File: config.mk
export PLATFORM = sky130hd
export DESIGN_NAME = gen_scheduler
export DESIGN_NICKNAME = d
export VERILOG_FILES = /design/src/rtl/gen_scheduler.sv
export SDC_FILE = /design/constraint.sdc
export NUM_CORES = 1
export LEC_CHECK = 0
export CAP_MARGIN = 5
export CELL_PAD_IN_SITES_DETAIL_PLACEMENT = 1
export CELL_PAD_IN_SITES_GLOBAL_PLACEMENT = 1
export CORE_ASPECT_RATIO = 0.6
export CORE_MARGIN = 2
export CORE_UTILIZATION = 40
export DETAILED_ROUTE_END_ITERATION = 16
export GPL_TIMING_DRIVEN = 0
export HOLD_SLACK_MARGIN = 0.06
export PLACE_DENSITY_LB_ADDON = 0.3
export REMOVE_ABC_BUFFERS = 1
export SYNTH_ARGS = -nofsm -noshare
export SYNTH_HDL_FRONTEND = slang
export SYNTH_SLANG_ARGS = --single-unit
File: constraint.sdc
create_clock -name clk -period 13 [get_ports clk]
set_input_delay 3.25 -clock clk [delete_from_list [all_inputs] [get_ports clk]]
set_output_delay 3.25 -clock clk [all_outputs]
set_load 0.05 [all_outputs]
File: src/rtl/gen_scheduler.sv
// Generation scheduler: run/pause/step sequencing, board clear sweep and user cell edits.
// Optional GEN_SCHED_WDOG_EN adds an EVOLVE watchdog with a sticky evo_err output.
module gen_scheduler #(
    parameter int P_PARAM_M = 5,
    parameter int READ_COL  = 5,
    parameter int WIDTH     = 12,
    parameter int DIV_W     = 26,
    parameter int GEN_W     = 16,
    parameter int TIMEOUT   = 4096
) (
    input  logic               clk,
    input  logic               rst,
    input  logic               run,
    input  logic               step,
    input  logic               clear,
    input  logic [DIV_W-1:0]   period,
    input  logic               evo_done,
    input  logic               edit_req,
    input  logic [2*WIDTH-1:0] edit_addr,
    input  logic               edit_val,
    output logic               edit_gnt,
    output logic               evo_toggle,
    output logic               evo_sel,
    output logic               ram_wden,
    output logic [2*WIDTH-1:0] ram_addr,
    output logic               ram_wdata,
    output logic [GEN_W-1:0]   gen_count,
    output logic               busy
`ifdef GEN_SCHED_WDOG_EN
    ,
    output logic               evo_err
`endif
);

    localparam int CELLS = P_PARAM_M * READ_COL;
    localparam int AW    = 2 * WIDTH;

    typedef enum logic [1:0] {IDLE, EVOLVE, CLEAR} state_t;

    state_t            state, state_n;
    logic              step_q, clr_q;
    logic              pend_step, pend_step_n;
    logic              pend_clr, pend_clr_n;
    logic [DIV_W-1:0]  rate_cnt, rate_n;
    logic [DIV_W-1:0]  period_m1;
    logic [AW-1:0]     clr_addr, clr_addr_n;
    logic              gnt_q, gnt_n;
    logic [AW-1:0]     ea_q, ea_n;
    logic              ev_q, ev_n;
    logic              tog_q, tog_n;
    logic [GEN_W-1:0]  gen_q, gen_n;

`ifdef GEN_SCHED_WDOG_EN
    localparam int WD_W = $clog2(TIMEOUT + 1);
    logic [WD_W-1:0]   wd_cnt, wd_n;
    logic              err_q, err_n;
    assign evo_err = err_q;
`endif

    // A period of 0 behaves like 1: fire on the first IDLE cycle.
    assign period_m1 = (period == '0) ? '0 : period - 1'b1;

    always_comb begin
        state_n     = state;
        pend_step_n = pend_step;
        pend_clr_n  = pend_clr;
        rate_n      = rate_cnt;
        clr_addr_n  = clr_addr;
        gnt_n       = 1'b0;
        ea_n        = ea_q;
        ev_n        = ev_q;
        tog_n       = tog_q;
        gen_n       = gen_q;
`ifdef GEN_SCHED_WDOG_EN
        wd_n        = wd_cnt;
        err_n       = err_q;
`endif
        unique case (state)
            IDLE: begin
                rate_n = run ? rate_cnt + 1'b1 : '0;
                if (run) pend_step_n = 1'b0;
`ifdef GEN_SCHED_WDOG_EN
                wd_n = '0;
`endif
                if (pend_clr) begin
                    state_n     = CLEAR;
                    clr_addr_n  = '0;
                    gen_n       = '0;
                    pend_clr_n  = 1'b0;
                    pend_step_n = 1'b0;
`ifdef GEN_SCHED_WDOG_EN
                    err_n       = 1'b0;
`endif
                end else if (pend_step && !run) begin
                    state_n     = EVOLVE;
                    tog_n       = ~tog_q;
                    pend_step_n = 1'b0;
                end else if (edit_req && !gnt_q) begin
                    gnt_n = 1'b1;
                    ea_n  = edit_addr;
                    ev_n  = edit_val;
                end else if (run && rate_cnt >= period_m1) begin
                    state_n = EVOLVE;
                    tog_n   = ~tog_q;
                    rate_n  = '0;
                end
            end
            EVOLVE: begin
`ifdef GEN_SCHED_WDOG_EN
                wd_n = wd_cnt + 1'b1;
`endif
                if (evo_done) begin
                    state_n = IDLE;
                    gen_n   = gen_q + 1'b1;
                end
`ifdef GEN_SCHED_WDOG_EN
                else if (wd_cnt == WD_W'(TIMEOUT - 1)) begin
                    state_n = IDLE;
                    err_n   = 1'b1;
                end
`endif
            end
            CLEAR: begin
                clr_addr_n = clr_addr + 1'b1;
                if (clr_addr == AW'(CELLS - 1)) state_n = IDLE;
            end
            default: state_n = IDLE;
        endcase
        // New edges win over same-cycle consumption so no request is lost.
        if (step && !step_q) pend_step_n = 1'b1;
        if (clear && !clr_q) pend_clr_n = 1'b1;
    end

    always_ff @(posedge clk) begin
        if (!rst) begin
            state     <= IDLE;
            step_q    <= 1'b0;
            clr_q     <= 1'b0;
            pend_step <= 1'b0;
            pend_clr  <= 1'b0;
            rate_cnt  <= '0;
            clr_addr  <= '0;
            gnt_q     <= 1'b0;
            ea_q      <= '0;
            ev_q      <= 1'b0;
            tog_q     <= 1'b0;
            gen_q     <= '0;
`ifdef GEN_SCHED_WDOG_EN
            wd_cnt    <= '0;
            err_q     <= 1'b0;
`endif
        end else begin
            state     <= state_n;
            step_q    <= step;
            clr_q     <= clear;
            pend_step <= pend_step_n;
            pend_clr  <= pend_clr_n;
            rate_cnt  <= rate_n;
            clr_addr  <= clr_addr_n;
            gnt_q     <= gnt_n;
            ea_q      <= ea_n;
            ev_q      <= ev_n;
            tog_q     <= tog_n;
            gen_q     <= gen_n;
`ifdef GEN_SCHED_WDOG_EN
            wd_cnt    <= wd_n;
            err_q     <= err_n;
`endif
        end
    end

    assign busy       = (state != IDLE);
    assign evo_sel    = (state == EVOLVE);
    assign evo_toggle = tog_q;
    assign gen_count  = gen_q;
    assign edit_gnt   = gnt_q;
    assign ram_wden   = (state == CLEAR) | gnt_q;
    assign ram_addr   = (state == CLEAR) ? clr_addr : (gnt_q ? ea_q : '0);
    assign ram_wdata  = (state != CLEAR) & gnt_q & ev_q;

endmodule
==> run metrics <==
vias in the first global route=6,339; routed wire length=19,200 um; leading cell types by count after synthesis=nand2_1, dfxtp_1, nand3_1, a21oi_1, nor2_1; Syn-to-layout area delta=26.7%; DR iter-0 viols=386; Vias per Instance=5.67; Setup Skew=slightly below 0.006 ns; Buffers on Ports=around 100; Max Cap Viol=0; DR WL/cell=17.7 um; Post-CTS Hold Fix Bufs=0; gr usage total=25.0%; Slew Viols, Final=0; Yosys reg bits=roughly 100; P_leak=2.83 nW; Via Count=6,147; Core Footprint=14,400 um^2; RD Place Congestion=0.871; register area share after synthesis=33.6%; Reg clk slew, reported paths=0.07 ns; die area=15,700 um^2; first-pass GRT wire length=31,900 um; Starting Density=between 40% and 50%; DIE WIDTH=161 um; Post-synth top flop=dfxtp_1; number of flops mapped to enable cells by yosys=0; placed cells=1,068; count of cell types in the netlist=54; Avg Inst Size Synth=~7.4 um^2; final period utilization=64.6%; clk_lat worst skew=about 0.35 ns; DR pass1 iterations=5; TNS Setup=0 ns; I/O pin total=approximately 100; Rel. slew slack=21.4%; antenna cells=0; HP Class=flop to flop; Syn Inst Count=799; crit path DAT=approximately 8.7 ns; pin count of the biggest net entering global routing=29; CP Data Required Time=around 13 ns; VDD IR max=54.8 uV; Area contributors post-synth=dfxtp_1, nand2_1, ha_1; cell taking the most area after synthesis=dfxtp_1; f_max=roughly 120 MHz; gr ovfl total=0; CTS Buf Count=9; number of synthesis warnings=0; Die Ht=98.0 um; layout cells sized above 1=around 4.5%; clk buf depth=2; CP endpoint kind=flop; top-area cell type share of the netlist area=33.6%; PD cells=slightly below 100 nW/um^2; setup repair bufs after CTS=0; final instance area=~7500 um^2; Placed Area=7120 um^2; Async SR Flop Fraction=0%; Final setup violation count=0; Post-Place Worst Slack=3.72 ns; placed wire-length estimate=roughly 14,000 um; Post-Syn Area=5890 um^2; clock sinks=99; crit start category=primary input; final worst slack=4.60 ns; CTS H-tree lvls=3; final hold vios=0; status=completed; Remaining DRCs=0; Critical Path Fanout Max=24; critical path class=primary input to flop; initial antenna violation count=0; num rows=34; Final min period=8.40 ns; Antenna Nets Post-Route=0; fin nets=971; worst-margin pin slew=1.18 ns; RSZ-0062 raised after global routing=false; root buf cell=clkbuf_16; most frequent cell after synthesis=nand2_1; post-CTS sizing=0; TritonCTS clock tree=yes; Final Non-Filler Cells=1,085; filler instances=around 1.7k
cell usage in the layout, fill, tap and decap left out, drive strengths merged, types with 17 or more instances in the layout:
cell type	Yosys	final
nand2	181	181
nor2	51	51
nor3	17	17
a21oi	62	62
inv	21	21
nand4	26	26
xor2	31	31
dfxtp	99	99
nand3	72	72
ha	31	31
clkdlybuf4s50	0	103
or3	17	17
o21ai	27	27
layout make-up:
| class | count | area [um^2] | area share, % |
|---|---|---|---|
| Multi-Input combinational cell | 642 | 3680 | 49.4 |
| Sequential cell | 99 | 1980 | 26.6 |
| Clock inverter | 4 | 72.6 | 0.972 |
| Timing Repair Buffer | 109 | 1140 | 15.3 |
| Clock buffer | 12 | 256 | 3.44 |
| Tap cell | 198 | 248 | 3.32 |
| Inverter | 21 | 78.8 | 1.06 |
sequential cells by signal, summed over array words and instances (netlist names):
register and count:
pend_clr 1, rate_cnt 26, ev_q 1, evo_toggle 1, ea_q 24, clr_q 1, step_q 1, state 2
edit_gnt 1, pend_step 1, clr_addr 24, gen_count 16
worst max-delay path: stages:
cell	delay, ns
clkdlybuf4s50_1	0.52
nor4_4	0.34
nand2b_2	0.15
nor3_2	0.19
nand2_1	0.15
or3_4	0.37
or3_1	0.68
nand2_1	0.19
ha_1	0.27
a21oi_1	0.13
o21ai_0	0.13
a221oi_1	0.45
a21oi_1	0.23
nor4_4	0.74
nand2_2	0.44
o311ai_1	0.41
final timing paths:
check	startpoint	to	slack, ns	cells past startpoint
max	period[3]	rate_cnt[25]$_SDFFE_PN0P_	4.60	16
max reg2reg	rate_cnt[17]$_SDFFE_PN0P_	rate_cnt[25]$_SDFFE_PN0P_	9.51	8
min reg2reg	clr_q$_SDFF_PN0_	pend_clr$_SDFFE_PN0P_	0.43	1
min	clr_q$_SDFF_PN0_	pend_clr$_SDFFE_PN0P_	0.43	1
metal layers:
metal | wire [um] | share of wire, % | up-vias | global-route usage [%]
li1 | - | - | 2969 | -
met1 | 9530 | 50 | 3004 | 34.5
met2 | 8660 | 45 | 156 | 41.3
met3 | 836 | 4.3 | 18 | 4.42
met4 | 217 | 1.1 | 0 | 5.13
met5 | 0 | 0 | - | 0
power breakdown:
group | switching [mW] | internal, mW
Clock | 0.119 | 0.179
Combinational | 0.0620 | 0.0415
Sequential | 0.00818 | 0.311
logic make-up after synthesis:
group / after synthesis / share of synthesized area (%)
muxes: 1 / 0.170
adders and majority gates: 31 / 6.58
buffers and inverters: 58 / 4.06
DFF: 99 / 33.6
xor gates and xnor gates: 39 / 5.80
and+or+nand+nor: 440 / 36.7
AOI/OAI and AO/OA: 131 / 13.1
through the flow:
stage	util, %	hold WS (ns)	power [mW]
after CTS	51.7	0.436	0.724
after global placement	48.6	0.405	0.417
after global routing	51.8	0.470	0.747
after detailed placement	49.4	0.436	0.428
after floorplan	-	0.399	0.375
final	51.8	0.428	0.720
(Power assumes the default switching activity.)
